### src/rtl/qkv_psum_accum.sv
// Read-modify-write accumulator for QKV partial sums: adds each incoming token vector
// to the running sum in the value SRAM, saturating, and forwards final-pass sums.
module qkv_psum_accum #(
  parameter int IN_W   = 19,
  parameter int OUT_W  = 21,
  parameter int LANES  = 4,
  parameter int TOKENS = 729,
  parameter int PASSES = 16,
  parameter int ADDR_W = 16
) (
  input  logic                   clk,
  input  logic                   reset,
  input  logic                   start,
  input  logic [ADDR_W-1:0]      base_addr,
  input  logic                   in_valid,
  input  logic [LANES*IN_W-1:0]  in_data,
  output logic                   rd_en,
  output logic [ADDR_W-1:0]      rd_addr,
  input  logic [LANES*OUT_W-1:0] rd_data,
  output logic                   wr_en,
  output logic [ADDR_W-1:0]      wr_addr,
  output logic [LANES*OUT_W-1:0] wr_data,
  output logic                   out_valid,
  output logic [LANES*OUT_W-1:0] out_data,
  output logic                   busy,
  output logic                   done,
  output logic                   err
);

  localparam int TOK_W  = (TOKENS > 1) ? $clog2(TOKENS) : 1;
  localparam int PASS_W = (PASSES > 1) ? $clog2(PASSES) : 1;

  typedef enum logic [1:0] {IDLE, RUN, DRAIN} state_t;

  state_t              state, state_next;
  logic [ADDR_W-1:0]   base;
  logic [TOK_W-1:0]    tok;
  logic [PASS_W-1:0]   pass;
  logic                accept, tok_last, pass_last, start_ok, drain_done;

  logic                s1_valid, s1_first, s1_last;
  logic [LANES*IN_W-1:0] s1_data;
  logic [ADDR_W-1:0]   s1_addr;
  logic [LANES*OUT_W-1:0] sat_vec;

  assign accept    = in_valid && (state == RUN);
  assign start_ok  = start && (state == IDLE);
  assign tok_last  = (tok == TOK_W'(TOKENS - 1));
  assign pass_last = (pass == PASS_W'(PASSES - 1));
  assign rd_en     = accept && (pass != '0);
  assign rd_addr   = base + ADDR_W'(tok);
  assign busy      = (state != IDLE);
  assign out_data  = wr_data;
  // The last write is the one in flight once stage 1 has emptied in DRAIN.
  assign drain_done = (state == DRAIN) && wr_en && !s1_valid;

  always_comb begin
    // NOTE: next-state gets a default before the case so no path infers a latch.
    state_next = state;
    case (state)
      IDLE:    if (start) state_next = RUN;
      RUN:     if (accept && tok_last && pass_last) state_next = DRAIN;
      DRAIN:   if (drain_done) state_next = IDLE;
      default: state_next = IDLE;
    endcase
  end

  // NOTE: all sequential state uses non-blocking assignments so every register samples pre-edge values.
  always_ff @(posedge clk or posedge reset) begin
    if (reset) begin
      state <= IDLE;
      base  <= '0;
      tok   <= '0;
      pass  <= '0;
      done  <= 1'b0;
      err   <= 1'b0;
    end else begin
      state <= state_next;
      done  <= drain_done;
      if (start_ok) begin
        base <= base_addr;
        tok  <= '0;
        pass <= '0;
      end else if (accept) begin
        if (tok_last) begin
          tok  <= '0;
          pass <= pass_last ? '0 : pass + 1'b1;
        end else begin
          tok <= tok + 1'b1;
        end
      end
      if (in_valid && state != RUN) err <= 1'b1;
      else if (start_ok)            err <= 1'b0;
    end
  end

  always_ff @(posedge clk or posedge reset) begin
    if (reset) s1_valid <= 1'b0;
    else       s1_valid <= accept;
  end

  // NOTE: stage-1 payload is qualified by s1_valid, so it needs no reset.
  always_ff @(posedge clk) begin
    if (accept) begin
      s1_data  <= in_data;
      s1_addr  <= rd_addr;
      s1_first <= (pass == '0);
      s1_last  <= pass_last;
    end
  end

  for (genvar i = 0; i < LANES; i++) begin : g_lane
    logic signed [OUT_W:0] in_ext, acc_ext, sum;
    assign in_ext  = {{(OUT_W + 1 - IN_W){s1_data[(i+1)*IN_W-1]}}, s1_data[i*IN_W +: IN_W]};
    assign acc_ext = s1_first ? '0 : {rd_data[(i+1)*OUT_W-1], rd_data[i*OUT_W +: OUT_W]};
    assign sum     = in_ext + acc_ext;
    // Overflow shows as disagreement between the guard bit and the OUT_W sign bit.
    assign sat_vec[i*OUT_W +: OUT_W] =
      (sum[OUT_W] != sum[OUT_W-1]) ?
        (sum[OUT_W] ? {1'b1, {(OUT_W-1){1'b0}}} : {1'b0, {(OUT_W-1){1'b1}}}) :
        sum[OUT_W-1:0];
  end

  always_ff @(posedge clk or posedge reset) begin
    if (reset) begin
      wr_en     <= 1'b0;
      out_valid <= 1'b0;
      wr_addr   <= '0;
      wr_data   <= '0;
    end else begin
      wr_en     <= s1_valid;
      out_valid <= s1_valid && s1_last;
      if (s1_valid) begin
        wr_addr <= s1_addr;
        wr_data <= sat_vec;
      end
    end
  end

endmodule

### config.mk
export PLATFORM = sky130hd
export DESIGN_NAME = qkv_psum_accum
export DESIGN_NICKNAME = d
export VERILOG_FILES = /design/src/rtl/qkv_psum_accum.sv
export SDC_FILE = /design/constraint.sdc
export NUM_CORES = 1
export LEC_CHECK = 0
export ABC_AREA = 1
export BUFFER_PORTS_ARGS = -buffer_cell sky130_fd_sc_hd__buf_2
export CAP_MARGIN = 10
export CORE_ASPECT_RATIO = 0.9
export CORE_MARGIN = 2
export CORE_UTILIZATION = 49
export DETAILED_ROUTE_END_ITERATION = 10
export PLACE_DENSITY_LB_ADDON = 0.05
export SLEW_MARGIN = 10
export SYNTH_ARGS = -nofsm -noshare
export SYNTH_HDL_FRONTEND = slang
export SYNTH_SLANG_ARGS = --single-unit
### constraint.sdc
create_clock -name clk -period 9.2 [get_ports clk]
set_clock_uncertainty 0.15 [all_clocks]
set_input_delay 1.84 -clock clk [delete_from_list [all_inputs] [get_ports clk]]
set_output_delay 1.84 -clock clk [all_outputs]
set_load 0.1 [all_outputs]
### Yosys cells after proc, flatten, opt, wreduce, memory -nomap -nowiden

Index checks and enable logic that the tools add are counted.
W data, S select, Z words.

| word-level totals | value |
|---|---|
| register bits after elaboration | 231 |
| output and inout port bits | 206 |
| logic and storage cells | 78 |

| cells by class | value |
|---|---|
| add/subtract/negate cells | 7 |
| equal/unequal tests | 12 |
| multiplexer cells | 25 |
| reductions and logical operators | 19 |

Operators with widths:

| kind | count |
|---|---|
| $mux W21 | 8 |
| $add A19 B22 Y22 | 4 |
| $mux W22 | 4 |
| $mux W10 | 3 |
| $add A16 B10 Y16 | 1 |
| $mux W4 | 4 |
| $add A10 B1 Y10 const B | 1 |
| $eq A10 B10 Y1 const B | 1 |
| $logic_and A1 B1 Y1 | 9 |
| $reduce_bool A2 Y1 | 4 |
| $mux W2 | 3 |
| $pmux W2 S3 | 1 |
| $add A4 B1 Y4 const B | 1 |
| $eq A4 B4 Y1 const B | 1 |
| $logic_not A4 Y1 | 1 |
| $ne A1 B1 Y1 | 4 |
| $ne A2 B1 Y1 const B | 2 |
| $ne A2 B2 Y1 const B | 2 |
| $reduce_bool A4 Y1 | 1 |
| $reduce_and A3 Y1 | 1 |
| $eq A2 B1 Y1 const B | 1 |
| $eq A2 B2 Y1 const B | 1 |
| $logic_not A2 Y1 | 1 |
| $mux W1 | 2 |
| other kinds (2) | 2 |

### Logic depth before layout (Yosys ltp)

| logic depth | value |
|---|---|
| depth in word-level cells | 6 |
| mapped depth | 18 |
| gate-level depth less buffers | 17 |

### Worst setup path before layout

OpenSTA, ideal clock, no wires.

| timing path | value |
|---|---|
| kind | in2out |
| start point | input in_valid |
| end point | output rd_en |
| data arrival time | 3.213 ns |
| slack | 3.997 ns |
| stages on the path | 2 |
| cell sequence | nand2_1 > nor2_1 |

| on the way | value |
|---|---|
| longest elaborated chain between the ends | 2 |

RTL lines:

| element | RTL line | source |
|---|---|---|
| start, declared | 15 | `input logic in_valid,` |
| $logic_and A1 B1 Y1 | 46 | `assign accept = in_valid && (state == RUN);` |
| $logic_and A1 B1 Y1 | 50 | `assign rd_en = accept && (pass != '0);` |
| end, declared | 17 | `output logic rd_en,` |

No other way between the ends.

### Final worst setup path

| timing path | value |
|---|---|
| start point | register tok[0] |
| end point | output rd_addr[14] |

| on the way | value |
|---|---|
| longest elaborated chain between the ends | 1 |

RTL lines:

| element | RTL line | source |
|---|---|---|
| start, declared | 37 | `logic [TOK_W-1:0] tok;` |
| start signal, assigned | 89 | `tok <= tok + 1'b1;` |
| $add A16 B10 Y16 | 51 | `assign rd_addr = base + ADDR_W'(tok);` |
| end, declared | 18 | `output logic [ADDR_W-1:0] rd_addr,` |

No other way between the ends.

==> flow_summary.json <==
{
  "outcome": "finished clean",
  "cts_tree": "yes",
  "grt_pass1_vias": 13360,
  "syn_area_um2": 15580,
  "synth_edf_count": 94,
  "worst_setup_path_end_kind": "output pin",
  "cts_setup_buffers": 0,
  "arrival_ns": 3.29,
  "hold_viol_final": 0,
  "cts_num_sinks": 231,
  "grt_max_degree": 74,
  "path_max_fanout": 4,
  "fp.dieW_um": 192.0,
  "final.min_clock_period_ns": 5.283,
  "synth_warnings": 0,
  "cap_violations": 0,
  "leakagePower_nw": 9.574,
  "grt_pass1_wl_um": 69480,
  "max_clock_freq_mhz": 189.3,
  "start_util": 0.5005,
  "hold_path.class": "reg2reg",
  "design_area_um2": 18200,
  "vias_per_cell": 5.043,
  "grt_use_total": 0.2607,
  "hold_depth": 2,
  "r2r_start": "s1_first",
  "gp_congestion": 0.9370,
  "place_area_um2": 17240,
  "drv_slew": 0,
  "syn_avg_cell_area_um2": 7.504,
  "post_cts_resize_count": 0,
  "finalSetupViolations": 0,
  "powerDensity_nw_per_um2": 144.3,
  "cts_root_buf": "clkbuf_16",
  "rr_worst_depth": 16,
  "std_cell_rows": 61,
  "ys.flop_type": "dfrtp_1",
  "fin_crit_sh": 0.5743,
  "antenna_found_initial": 2,
  "fill_cells": 3063,
  "cts_buffers": 27,
  "worstMarginPinSlew_ns": 0.9475,
  "critical_path.startpoint": "tok[0]",
  "die_area_um2": 33250,
  "yosysUniqueCellTypes": 41,
  "synthCells": 2077,
  "syn2layout_area_growth_pct": 16.75,
  "clock_latency_ns": 0.55,
  "cts_hold_buf": 0,
  "whs_ns": 0.2934,
  "coreArea_um2": 31140,
  "ir_drop_mv": 0.1398,
  "critPathSlowestCell": "buf_2",
  "clk_pin_slew_worst_paths_ns": 0.06,
  "rsz0062_at_grt": "false",
  "wl_um": 44120,
  "slowest_delay_ns": 0.47,
  "portBuffers": 385,
  "dieHeight_um": 173.2,
  "r2r_end": "out_data[29]",
  "async_flop_share": 0.5931,
  "ant_nets": 0,
  "slew-limit-headroom": 0.3683,
  "utilization": 0.5843,
  "dr.pass1.iters": 5,
  "crit_top_cell": "inv_1",
  "worst_ep_required_time_ns": 7.21,
  "postSynthNetCount": 2360,
  "seq_area_frac_synth": 0.4011,
  "setup.worst_path.class": "reg2out",
  "drt-initial-drc-count": 918,
  "ys_ff_latch": 231,
  "clock_path_buffers": 3,
  "timing.reg2reg.setup_slack_ns": 5.29,
  "ctsHtreeMaxLevel": 1,
  "start_kind": "flop",
  "ios": 386,
  "dpl.hpwl_um": 34250,
  "wl_per_cell_um": 15.73,
  "cp_cell_sequence": "ha_1, inv_1, fa_1, inv_1, a31oi_1, o21ai_0, a21boi_0, nor2_1, xor2_1, buf_2",
  "drc": 0,
  "overflow": 0,
  "drive_gt1_frac": 0.1967,
  "vias": 14150,
  "final.setup.tns_ns": 0,
  "endpoint": "rd_addr[14]",
  "nets": 2656
}
[layer usage]
layer  up-vias  track usage  part of all wire
met3        61      0.03836             0.065
met4         0      0.07443             0.030
met2       458       0.4135              0.44
met5         -            0                 0
met1      6499       0.3703              0.46
li1       7128            -                 -
[power breakdown]
part,total (mW),internal (mW),switching [mW]
Sequential,1.09,1.08,0.00662
Clock,1.13,0.687,0.446
Combinational,0.407,0.119,0.288
Total,2.63,1.88,0.741
[flip-flops by register name, summed over array words and instances, names as in the netlist, 2 cells and up]
signal	cells
base	16
out_data	84
pass	4
s1_addr	16
s1_data	76
state	2
tok	10
wr_addr	16
[synthesized netlist by cell type (6+ instances only)]
master / count / area share
ha_1: 98 / 0.079
buf_4: 94 / 0.045
nand2_1: 612 / 0.15
nand2_2: 6 / 0.0024
nor2_1: 275 / 0.066
nor3_1: 12 / 0.0039
buf_2: 6 / 0.0019
nand3_1: 74 / 0.024
o21bai_1: 22 / 0.011
dfrtp_1: 137 / 0.22
clkbuf_1: 24 / 0.0058
xor2_1: 48 / 0.027
xnor2_1: 22 / 0.012
nand4_1: 40 / 0.016
inv_1: 271 / 0.065
a21oi_1: 157 / 0.050
and2_1: 6 / 0.0024
o21ai_0: 27 / 0.0087
nand3b_1: 8 / 0.0039
edfxtp_1: 94 / 0.18
a21oi_2: 10 / 0.0056
[through the flow]
stage          total power [mW]  setup slack, ns  std cells
2_1_floorplan             1.410            3.542       2077
6_report                  2.626            3.917       2805
5_1_grt                   2.727            3.629       2805
4_1_cts                   2.647            3.859       2803
3_3_place_gp              1.509            4.570       2753
3_5_place_dp              1.510            4.467       2753
[worst max-delay path: cells and delay by family, from the launching register on]
| kind | cells | cell delay [ns] |
|---|---|---|
| xor+xnor | 1 | 0.19 |
| fa+ha+maj | 2 | 0.43 |
| buf+inv | 3 | 0.59 |
| simple gates | 1 | 0.10 |
| flops | 1 | 0.42 |
| compound gates | 3 | 0.99 |
[logic make-up after synthesis]
kind of cell,count (synthesis),synth area share
AO/OA/AOI/OAI,233,0.08414
XOR/XNOR,70,0.03934
adder cells (fa/ha/maj),103,0.08510
buffers and inverters,398,0.1200
flip-flops,231,0.4011
AND/OR/NAND/NOR,1042,0.2703
[placed cells by master (no fill, tap or decap), drive strengths merged]
master / count
nand4: 40
nand3b: 8
a22oi: 1
diode: 2
a22o: 1
clkinv: 10
xor2: 48
a31oi: 4
nand2: 618
inv: 274
fa: 5
nor2: 281
and2: 6
a221oi: 1
edfxtp: 94
o21ai: 28
or2: 2
o2111ai: 2
o31ai: 3
buf: 392
o21bai: 22
bufinv: 3
clkbuf: 35
a21o: 1
nor3: 12
ha: 98
nor4: 1
a211oi: 1
xnor2: 22
a21boi: 1
dfrtp: 137
a21oi: 168
nand3: 74
clkinvlp: 1
[cell type report]
class                   instances  area, um2  area share
inverters                     273       1032     0.05673
flip-flops and latches        231       6255      0.3438
repair buffers                392       1979      0.1088
diodes                          2      5.005   0.0002751
well taps                     409      511.7     0.02813
multi-input cells            1448       7463      0.4102
clock buffers                  35      787.0     0.04325
clock inverters                15      161.4    0.008871
[how the worst min path moves through the flow]
stage | start | end | slack, ns
floorplan | s1_last | out_valid | 0.26
global route | s1_addr[11] | wr_addr[11] | 0.33
CTS | s1_addr[10] | wr_addr[10] | 0.30
global placement | s1_addr[10] | wr_addr[10] | 0.28
detailed placement | s1_addr[10] | wr_addr[10] | 0.28
finish | s1_addr[10] | wr_addr[10] | 0.29
Power figures use the tool's default switching activity.
